[config.mk]
export PLATFORM = sky130hd
export DESIGN_NAME = l2_tag_controller
export DESIGN_NICKNAME = d
export VERILOG_FILES = /design/src/rtl/l2_tag_controller.sv
export SDC_FILE = /design/constraint.sdc
export NUM_CORES = 1
export LEC_CHECK = 0
export ABC_CLOCK_PERIOD_IN_PS = 3300
export CAP_MARGIN = 20
export CORE_MARGIN = 3
export CORE_UTILIZATION = 45
export DETAILED_ROUTE_END_ITERATION = 10
export HOLD_SLACK_MARGIN = 0.05
export PLACE_DENSITY = 0.66
export SLEW_MARGIN = 5
export SYNTH_ARGS = -nofsm -noshare
export SYNTH_HDL_FRONTEND = slang
export SYNTH_SLANG_ARGS = --single-unit
export TNS_END_PERCENT = 1
[constraint.sdc]
create_clock -name clk -period 3.3 [get_ports clk]
set_input_delay 0.33 -clock clk [delete_from_list [all_inputs] [get_ports clk]]
set_output_delay 0.33 -clock clk [all_outputs]
set_load 0.03 [all_outputs]
[src/rtl/l2_tag_controller.sv]
// Direct-mapped L2 tag controller: 16 lines x 64 B, write-back with a single outstanding loader trigger.
// Optional hit/miss statistics counters are built when L2_TAG_STATS_EN is defined.
module l2_tag_controller (
    input  logic        clk,
    input  logic        reset,
    input  logic        req,
    input  logic        we,
    input  logic [31:0] addr,
    output logic        ack,
    output logic [7:0]  hit_group,
    output logic        busy,
    output logic        err,
    output logic        ld_rtrig,
    output logic        ld_wtrig,
    output logic [31:0] ld_addr,
    output logic [7:0]  ld_group,
    input  logic        ld_finish,
    input  logic        ld_fault,
    output logic [31:0] hit_count,
    output logic [31:0] miss_count
);

    typedef enum logic [3:0] {
        IDLE,
        LOOKUP,
        WB_REQ,
        WB_WAIT,
        RF_REQ,
        RF_WAIT,
        UPDATE,
        RESP,
        ERR
    } state_t;

    state_t state;
    state_t next_state;

    logic [31:0] addr_q;
    logic        we_q;

    logic [15:0] valid;
    logic [15:0] dirty;
    logic [21:0] tag_mem [16];

    logic [3:0]  line_idx;
    logic [21:0] line_tag;
    logic        lookup_hit;
    logic        victim_dirty;
    logic        fault_abort;

    assign line_idx = addr_q[9:6];
    assign line_tag = addr_q[31:10];

    always_comb begin
        lookup_hit   = valid[line_idx] && (tag_mem[line_idx] == line_tag);
        victim_dirty = valid[line_idx] && dirty[line_idx];
        fault_abort  = ld_fault && (state != IDLE);
    end

    always_ff @(posedge clk or negedge reset) begin
        if (!reset) begin
            state <= IDLE;
        end else begin
            state <= next_state;
        end
    end

    always_comb begin
        next_state = state;
        ack        = 1'b0;
        ld_wtrig   = 1'b0;
        ld_rtrig   = 1'b0;
        busy       = (state != IDLE);
        unique case (state)
            IDLE: begin
                if (req) begin
                    next_state = LOOKUP;
                end
            end
            LOOKUP: begin
                if (lookup_hit) begin
                    next_state = RESP;
                end else if (victim_dirty) begin
                    next_state = WB_REQ;
                end else begin
                    next_state = RF_REQ;
                end
            end
            WB_REQ: begin
                ld_wtrig   = 1'b1;
                next_state = WB_WAIT;
            end
            WB_WAIT: begin
                if (ld_finish) begin
                    next_state = RF_REQ;
                end
            end
            RF_REQ: begin
                ld_rtrig   = 1'b1;
                next_state = RF_WAIT;
            end
            RF_WAIT: begin
                if (ld_finish) begin
                    next_state = UPDATE;
                end
            end
            UPDATE: begin
                next_state = RESP;
            end
            RESP: begin
                ack        = 1'b1;
                next_state = IDLE;
            end
            ERR: begin
                next_state = ERR;
            end
            default: begin
                next_state = IDLE;
            end
        endcase
        // A loader fault overrides every other transition, including from ERR itself
        if (fault_abort) begin
            next_state = ERR;
        end
    end

    always_ff @(posedge clk or negedge reset) begin
        if (!reset) begin
            addr_q    <= '0;
            we_q      <= 1'b0;
            hit_group <= '0;
            ld_addr   <= '0;
            ld_group  <= '0;
            err       <= 1'b0;
        end else begin
            if (state == IDLE && req) begin
                addr_q    <= addr;
                we_q      <= we;
                hit_group <= addr[9:2];
            end
            if (fault_abort) begin
                err <= 1'b1;
            end else begin
                // Loader address is set up one cycle ahead so it is valid in the trigger cycle
                if (state == LOOKUP && !lookup_hit) begin
                    ld_group <= {line_idx, 4'h0};
                    if (victim_dirty) begin
                        ld_addr <= {tag_mem[line_idx], line_idx, 6'h0};
                    end else begin
                        ld_addr <= {addr_q[31:6], 6'h0};
                    end
                end
                if (state == WB_WAIT && ld_finish) begin
                    ld_addr <= {addr_q[31:6], 6'h0};
                end
            end
        end
    end

    always_ff @(posedge clk or negedge reset) begin
        if (!reset) begin
            valid <= '0;
            dirty <= '0;
            for (int unsigned i = 0; i < 16; i++) begin
                tag_mem[i] <= '0;
            end
        end else if (!fault_abort) begin
            if (state == LOOKUP && lookup_hit && we_q) begin
                dirty[line_idx] <= 1'b1;
            end
            if (state == WB_WAIT && ld_finish) begin
                dirty[line_idx] <= 1'b0;
            end
            if (state == UPDATE) begin
                tag_mem[line_idx] <= line_tag;
                valid[line_idx]   <= 1'b1;
                dirty[line_idx]   <= we_q;
            end
        end
    end

`ifdef L2_TAG_STATS_EN
    always_ff @(posedge clk or negedge reset) begin
        if (!reset) begin
            hit_count  <= '0;
            miss_count <= '0;
        end else if (state == LOOKUP && !fault_abort) begin
            if (lookup_hit) begin
                hit_count <= hit_count + 32'd1;
            end else begin
                miss_count <= miss_count + 32'd1;
            end
        end
    end
`else
    assign hit_count  = '0;
    assign miss_count = '0;
`endif

endmodule

==> flow_summary.ini, run 1 <==
[run_status]
outcome = complete, but fails checks
violations = negative setup slack

[logic_synthesis]
yosysSeqAreaShare = 0.505
synth_edf_count = 0
yosys.area_share.adder = 0
synth_top_family_by_area = multiplexers
synthMuxAreaShare = 0.325
synth-seq-cells = 450
synthXorXnorAreaFrac = 0.00747
avgSynthCellArea_um2 = 13.1
syn_inst = 1704
syn-cell-area_mm2 = 0.0223
synth-simple-area-share = 0.0490
yosys_warnings = 0
ys_types = 66
synthArstFlopShare = 1.00
synth_compound_area_frac = 0.0537
ys.flop_type = dfrtp_1

[pwr]
pwr-share-seq = 0.319
leakage_nw = 12.8
power.internal_w = 0.0132
power_density_mw_per_mm2 = 779
p_sw_frac = 0.366
ir_worst_vdd_mv = 0.547
switchingPower_w = 0.00763
comb_power_share = 0.412
pwr-share-clk = 0.269

[worst_setup_path]
reg2reg_from = hit_group[4]
crit_arrival_ns = 4.00
r2r_cells = 14
worst-setup-path-type = reg -> reg
critPathRequiredTime_ns = 3.77
crit_path_start_kind = flip-flop
worstReg2RegEnd = ld_addr[23]
r2r_slack_ns = -0.23
critPathCaptureType = flip-flop
crit_fanout = 17

[floorplan]
die_h_um = 229
start_util = 0.461
die_x_um = 229
ios = 155
rows = 80
die-area_mm2 = 0.0522
core_area_mm2 = 0.0483

[timing]
fmax_mhz = 283
setup_tns_ns = -6.90
slew_headroom = 0.401
fin_crit_sh = 1.07
period_needed_ns = 3.53
skew_ns = 0.0183
rsz0062_at_grt = true
drv_slew = 0
setup-violations-final = 43
setup_ws_ns = -0.231
tightest_slew_ns = 0.892
hold_viol = 0

[grt]
met1_usage = 0.322
grt_max_degree = 87
grt.busiest_layer = met2
grtUsageTotal = 0.236
grt_remaining_overflow = 0
grt_use_met3 = 0.0404
grt_pass1_wl_um = 95300
grtUsageMet2 = 0.389
grt_pass1_vias = 15500
antenna_found_initial = 0

[route]
drcViolationCount = 0
ant_nets = 0
vias_per_cell = 5.67
dr_total_vias = 14700
wire_per_inst_um = 23.6
dr.first_iter.drc_count = 1196
wirelength_um = 61500
drt-pass1-iter-count = 5

[finish]
instances_no_fill = 2601
n_antenna_cell = 0
final_cell_mix = 446 x dfrtp_1, 429 x mux2_2, 188 x buf_4
fin_nets = 1946
drive_above_1_share = 0.443
layout_commonest_cell = dfrtp_1
area_delta_synth_final_pct = 20.1
fin_util = 0.553
fill_cells = 3948
final_cell_area_mm2 = 0.0268

[cts]
cts_buffers = 49
clock_sinks = 450
htree_levels = 2
clk_path_buf_depth = 3
clkTransAtPathRegs_ns = 0.06
clk_latency_ns = 0.59
root_buffer = clkbuf_16
cts_tree = yes

[place]
io_buffers = 78
dp.cells = 2506
gp_congestion = 0.891
preCtsSetupSlack_ns = -0.261
hpwl_um = 40300
placed_area_mm2 = 0.0249

[job]
max_cap_violations = 0

[hold_path]
hold_class = in -> async
## logic make-up (layout without fill, tap and decap cells)
family / Yosys count / in the layout
compound gates: 175 / 175
xor+xnor: 19 / 19
buf+inv: 236 / 404
flops: 450 / 450
mux: 600 / 600
other cells: 1 / 74
simple gates: 223 / 223
## worst max-delay path by stage
stage / cells past startpoint / end / startpoint / slack, ns
floorplan: 11 / ld_addr[24] / hit_group[5] / 0.20
global placement: 12 / ld_addr[20] / addr_q[9] / -0.27
detailed placement: 14 / ld_addr[25] / hit_group[4] / -0.26
CTS: 14 / ld_addr[12] / hit_group[4] / -0.20
global route: 14 / ld_addr[14] / hit_group[4] / -0.36
finish: 14 / ld_addr[23] / hit_group[4] / -0.23
## power groups by stage
stage,registers (W),clock network [W],logic [W]
2_1_floorplan,0.00667,0,0.00463
3_3_place_gp,0.00677,0,0.00812
3_5_place_dp,0.00679,0,0.00820
4_1_cts,0.00665,0.00571,0.00852
5_1_grt,0.00673,0.00595,0.00906
6_report,0.00665,0.00561,0.00857
## critical path: stages, from the launching register on
cell and delay (ns):
dfrtp_4 0.46, bufbuf_16 0.32, buf_6 0.17, buf_4 0.16, mux2i_2 0.27, mux2i_1 0.15, nand3b_1 0.13, o311ai_1 0.12
a2111oi_2 0.36, nand4_1 0.18, nor4b_4 0.27, buf_6 0.17, o22ai_4 0.09, buf_12 0.19, mux2_4 0.31
## flip-flops by register name (all words and copies together) (netlist names)
| name | count |
|---|---|
| tag_mem | 352 |
| err | 1 |
| dirty | 16 |
| state | 4 |
| valid | 16 |
| hit_group | 7 |
| we_q | 1 |
| ld_addr | 26 |
| addr_q | 23 |
| ld_group | 4 |
## per-stage QoR
step                hold slack, ns  power (W)
detailed placement           0.402     0.0150
global placement             0.396     0.0149
global route                 0.353     0.0217
CTS                          0.334     0.0209
finish                       0.353     0.0208
floorplan                   0.0344     0.0113
## cell type report
class	instances	area [um^2]	area share
tap	656	821	0.0307
timing repair buffer	302	2880	0.108
sequential	450	11300	0.421
clock buffer	71	1450	0.0541
multi-input combinational	1091	10100	0.377
inverter	14	52.6	0.00196
clock inverter	17	209	0.00781
## what timing repair did
action,CTS,global route
setup endpoints to repair,49,49
resized for setup,13,6
hold buffers,1,0
endpoints found under the hold margin,77,0
setup buffers,5,0
pin swaps,3,1
cloned,1,0
## cells in the mapped netlist (all sizes together) (7+ instances only)
library cell | count | share of area
dfrtp | 450 | 0.51
mux2 | 448 | 0.23
buf | 130 | 0.041
mux2i | 103 | 0.046
clkbuf | 92 | 0.015
nand2 | 77 | 0.013
mux4 | 49 | 0.050
o21ai | 45 | 0.010
nor2 | 43 | 0.0074
a22oi | 29 | 0.0098
a21oi | 23 | 0.0052
nor3 | 22 | 0.0049
or2 | 21 | 0.0059
o22ai | 19 | 0.0060
inv | 14 | 0.0024
nor2b | 12 | 0.0034
o221ai | 12 | 0.0047
xor2 | 12 | 0.0047
nand2b | 11 | 0.0031
nand4 | 9 | 0.0025
o211ai | 8 | 0.0027
nand3 | 7 | 0.0016
xnor2 | 7 | 0.0028
## metal layers
metal  part of all wire  wire, um
met5                  0         0
met3              0.061      3770
met1               0.43     26500
met4              0.026      1620
met2               0.48     29500
No activity file was read; power rests on OpenSTA's default activity.
==> run 2: changes to the inputs <==
--- a/config.mk
+++ b/config.mk
@@ -9,6 +9,7 @@
 export CAP_MARGIN = 20
 export CORE_MARGIN = 3
 export CORE_UTILIZATION = 45
+export CTS_BUF_LIST = sky130_fd_sc_hd__clkbuf_4 sky130_fd_sc_hd__clkbuf_8 sky130_fd_sc_hd__clkbuf_16
 export DETAILED_ROUTE_END_ITERATION = 10
 export HOLD_SLACK_MARGIN = 0.05
 export PLACE_DENSITY = 0.66
==> run 2 against run 1 <==
The flow still finishes with violations (negative setup slack). Total power rose by 0.24%. Sequential share of layout area barely moved. Maximum frequency rose by 0.14%.
==> flow_summary.ini, run 2 (same netlist as run 1, synthesis figures left out) <==
[run_status]
outcome = complete, but fails checks
violations = negative setup slack

[worst_setup_path]
critPathCaptureType = flip-flop
critPathRequiredTime_ns = 3.77
worst-setup-path-type = reg -> reg
crit_arrival_ns = 3.99
crit_fanout = 17
r2r_cells = 14
reg2reg_from = hit_group[4]
r2r_slack_ns = -0.23
worstReg2RegEnd = ld_addr[23]
crit_path_start_kind = flip-flop

[grt]
antenna_found_initial = 0
grt_remaining_overflow = 0
grt_max_degree = 87
grt_pass1_vias = 15500
grt_use_met3 = 0.0405
grt.busiest_layer = met2
met1_usage = 0.322
grt_pass1_wl_um = 95300
grtUsageTotal = 0.237
grtUsageMet2 = 0.390

[route]
wire_per_inst_um = 23.6
dr.first_iter.drc_count = 1255
vias_per_cell = 5.66
drcViolationCount = 0
dr_total_vias = 14700
wirelength_um = 61500
drt-pass1-iter-count = 5
ant_nets = 0

[floorplan]
die_x_um = 229
die-area_mm2 = 0.0522
rows = 80
core_area_mm2 = 0.0483
die_h_um = 229
ios = 155
start_util = 0.461

[job]
max_cap_violations = 0

[hold_path]
holdPathStages = 2
hold_end = addr_q[27]
hold_start = addr[27]
hold_class = in -> reg

[cts]
clk_latency_ns = 0.59
htree_levels = 2
root_buffer = clkbuf_16
clock_sinks = 450
clk_path_buf_depth = 3
cts_tree = yes
clkTransAtPathRegs_ns = 0.06
cts_buffers = 49

[timing]
setup_ws_ns = -0.227
tightest_slew_ns = 0.854
setup_tns_ns = -6.70
hold_viol = 0
period_needed_ns = 3.53
slew_headroom = 0.426
rsz0062_at_grt = true
setup-violations-final = 43
fin_crit_sh = 1.07
fmax_mhz = 284
skew_ns = 0.0181
drv_slew = 0

[pwr]
power_density_mw_per_mm2 = 780
leakage_nw = 12.9
power_w = 0.0209
ir_worst_vdd_mv = 0.550

[finish]
largest_reg_flops = 352
layout_commonest_cell = dfrtp_1
area_delta_synth_final_pct = 20.2
drive_above_1_share = 0.447
multi_input_area_mm2 = 0.0101
ff_latch_area_mm2 = 0.0113
n_antenna_cell = 0
top_register = tag_mem
top_regs = tag_mem: 352 flops, ld_addr: 26 flops, addr_q: 23 flops
final_cell_mix = 446 x dfrtp_1, 429 x mux2_2, 188 x buf_4
fill_cells = 3944
fin_nets = 1946

[place]
io_buffers = 78
gp_congestion = 0.891
hpwl_um = 40300
preCtsSetupSlack_ns = -0.261
run 2: worst max-delay path by stage:
stage | from | to | slack [ns] | depth (start not counted)
4_1_cts | hit_group[4] | ld_addr[12] | -0.20 | 14
3_5_place_dp | hit_group[4] | ld_addr[25] | -0.26 | 14
6_report | hit_group[4] | ld_addr[23] | -0.23 | 14
2_1_floorplan | hit_group[5] | ld_addr[24] | 0.20 | 11
3_3_place_gp | addr_q[9] | ld_addr[20] | -0.27 | 12
5_1_grt | hit_group[4] | ld_addr[14] | -0.36 | 14
run 2: timing repair:
action	CTS	global route
endpoints found under the setup margin	49	49
pin swaps	3	1
setup buffers	5	0
endpoints found under the hold margin	77	0
cloned	1	0
resized for setup	13	6
hold buffers	1	0
run 2: cell type report:
class                      count  share of cell area
tap                          656              0.0306
timing repair buffer         302               0.108
sequential                   450               0.421
clock inverter                17             0.00780
inverter                      14             0.00196
clock buffer                  71              0.0552
multi-input combinational   1091               0.376
run 2: power by group:
| group | leakage, nW | internal (W) | switching [W] |
|---|---|---|---|
| registers | 6.15 | 0.00597 | 0.000683 |
| clock network | 0.843 | 0.00342 | 0.00225 |
| logic | 5.86 | 0.00388 | 0.00468 |
| total | 12.9 | 0.0133 | 0.00761 |
run 2: layer usage:
metal  share of wire  routed length (um)
met4           0.027                1650
met1            0.43               26400
met5               0                   0
met2            0.48               29500
met3           0.064                3950
run 2: stage by stage:
step | utilization | instances | instance area (um^2) | hold WS, ns
CTS | 0.554 | 2601 | 26800 | 0.334
floorplan | - | 1777 | 22600 | 0.0344
global placement | 0.516 | 2506 | 24900 | 0.396
finish | 0.554 | 2601 | 26800 | 0.359
global route | 0.554 | 2601 | 26800 | 0.353
detailed placement | 0.516 | 2506 | 24900 | 0.402
run 2: critical path, cell delays in order, from the launching register on:
cell       delay, ns
dfrtp_4         0.46
bufbuf_16       0.32
buf_6           0.17
buf_4           0.16
mux2i_2         0.28
mux2i_1         0.14
nand3b_1        0.13
o311ai_1        0.12
a2111oi_2       0.36
nand4_1         0.18
nor4b_4         0.27
buf_6           0.17
o22ai_4         0.09
buf_12          0.19
mux2_4          0.31
==> run 3: changes to the inputs <==
--- a/config.mk
+++ b/config.mk
@@ -11,10 +11,9 @@
 export CORE_UTILIZATION = 45
 export CTS_BUF_LIST = sky130_fd_sc_hd__clkbuf_4 sky130_fd_sc_hd__clkbuf_8 sky130_fd_sc_hd__clkbuf_16
 export DETAILED_ROUTE_END_ITERATION = 10
-export HOLD_SLACK_MARGIN = 0.05
 export PLACE_DENSITY = 0.66
-export SLEW_MARGIN = 5
+export SLEW_MARGIN = 20
 export SYNTH_ARGS = -nofsm -noshare
 export SYNTH_HDL_FRONTEND = slang
 export SYNTH_SLANG_ARGS = --single-unit
-export TNS_END_PERCENT = 1
+export TNS_END_PERCENT = 100
==> run 3 against run 2 <==
The flow still finishes with violations (negative setup slack). Total power grew 1.1%. Via count grew 1.3%. First-iteration DRC count is 0.80% higher. Routed wire length increased by 2.1%. Sequential cell count is the same. Register-to-register slack worse by 0.02 ns. Critical path depth is 1 lower. Largest power group unchanged.
==> flow_summary.ini, run 3 (same netlist as run 1, synthesis figures left out) <==
[grt]
met1_usage = 0.322
antenna_found_initial = 0
grtUsageMet2 = 0.390
grt_pass1_wl_um = 95300
grt_remaining_overflow = 0
grtUsageTotal = 0.236
grt_pass1_vias = 15500
grt_use_met3 = 0.0400
grt.busiest_layer = met2
grt_max_degree = 87

[finish]
n_antenna_cell = 0
area_delta_synth_final_pct = 21.8
final_cell_area_mm2 = 0.0271
top_register = tag_mem
top_regs = tag_mem: 352 flops, ld_addr: 26 flops, addr_q: 23 flops
largest_reg_flops = 352
fin_nets = 1954
fill_cells = 3919
instances_no_fill = 2609
drive_above_1_share = 0.464
layout_commonest_cell = dfrtp_1
final_cell_mix = 446 x dfrtp_1, 428 x mux2_2, 188 x buf_4
fin_util = 0.562

[job]
max_cap_violations = 0

[route]
drcViolationCount = 0
dr_total_vias = 14900
wirelength_um = 62800
wire_per_inst_um = 24.1
ant_nets = 0
dr.first_iter.drc_count = 1265
vias_per_cell = 5.72
drt-pass1-iter-count = 5

[place]
gp_congestion = 0.891
preCtsSetupSlack_ns = -0.261
io_buffers = 78
hpwl_um = 40300
placed_area_mm2 = 0.0249
dp.cells = 2506

[run_status]
violations = negative setup slack
outcome = complete, but fails checks

[timing]
period_needed_ns = 3.54
tightest_slew_ns = 1.34
setup-violations-final = 49
setup_tns_ns = -9.24
fin_crit_sh = 1.07
setup_ws_ns = -0.244
drv_slew = 0
skew_ns = 0.0179
rsz0062_at_grt = true
hold_viol = 0
fmax_mhz = 282
slew_headroom = 0.0972

[cts]
clkTransAtPathRegs_ns = 0.06
cts_buffers = 49
clk_path_buf_depth = 3
clock_sinks = 450
root_buffer = clkbuf_16
cts_tree = yes
htree_levels = 2
clk_latency_ns = 0.59

[worst_setup_path]
r2r_cells = 13
reg2reg_from = hit_group[4]
r2r_slack_ns = -0.24
worstReg2RegEnd = ld_addr[23]
critPathRequiredTime_ns = 3.77
critPathCaptureType = flip-flop
crit_fanout = 17
crit_arrival_ns = 4.01
crit_path_start_kind = flip-flop
worst-setup-path-type = reg -> reg

[pwr]
leakage_nw = 13.0
ir_worst_vdd_mv = 0.553
power_density_mw_per_mm2 = 778

[floorplan]
die_h_um = 229
die-area_mm2 = 0.0522
die_x_um = 229
core_area_mm2 = 0.0483
rows = 80
ios = 155
start_util = 0.461

[hold_path]
hold_class = in -> async
run 3: cell count changes in the layout (fill, tap and decap cells not counted), moves of 3 or more:
cell and delta:
buf_12 +3, clkbuf_16 +3, nand2_4 +3, a21oi_1 -3
o221ai_2 +9, nand2_1 -5, o221ai_1 -9
run 3: power breakdown:
group	internal (W)	switching (W)	total, W
logic	0.00396	0.00482	0.00878
clock network	0.00342	0.00226	0.00568
registers	0.00597	0.000701	0.00667
run 3: how the worst max path moves through the flow:
stage | to | start | cells after the start
floorplan | ld_addr[24] | hit_group[5] | 11
global placement | ld_addr[20] | addr_q[9] | 12
detailed placement | ld_addr[25] | hit_group[4] | 14
CTS | ld_addr[12] | hit_group[4] | 14
global route | dirty[1] | hit_group[4] | 17
finish | ld_addr[23] | hit_group[4] | 13
run 3: layout make-up:
type | instances | area [um^2] | share of cell area
Clock buffer | 71 | 1480 | 0.0545
Clock inverter | 17 | 209 | 0.00770
Inverter | 14 | 52.6 | 0.00194
Multi-Input combinational cell | 1091 | 10300 | 0.379
Sequential cell | 450 | 11300 | 0.415
Tap cell | 656 | 821 | 0.0302
Timing Repair Buffer | 310 | 3030 | 0.112
run 3: per-layer routing:
layer | up-vias | wire length, um
met3 | 131 | 4230
met4 | 0 | 1720
met2 | 582 | 30100
met1 | 7775 | 26700
li1 | 6435 | -
met5 | - | 0
run 3: repair_timing:
item / in CTS / in global routing
buffers inserted: 5 / 6
hold buffers: 1 / 0
gates resized for setup: 13 / 55
cloned: 1 / 3
pin swaps: 3 / 9
endpoints found under the setup margin: 49 / 49
hold endpoints to repair: 77 / 0
run 3: metrics by stage:
stage	hold slack [ns]	power, W
floorplan	0.0344	0.0113
global placement	0.396	0.0149
detailed placement	0.402	0.0150
CTS	0.334	0.0209
global route	0.353	0.0220
finish	0.359	0.0211
run 3: critical path: stages (launching register included):
cell,delay (ns)
dfrtp_4,0.51
buf_12,0.15
mux4_2,0.51
mux2i_2,0.20
xor2_1,0.18
buf_4,0.16
nand4_1,0.14
a221oi_2,0.33
nand4_1,0.19
nor4b_4,0.26
buf_6,0.16
o22ai_4,0.09
buf_12,0.19
mux2_4,0.31
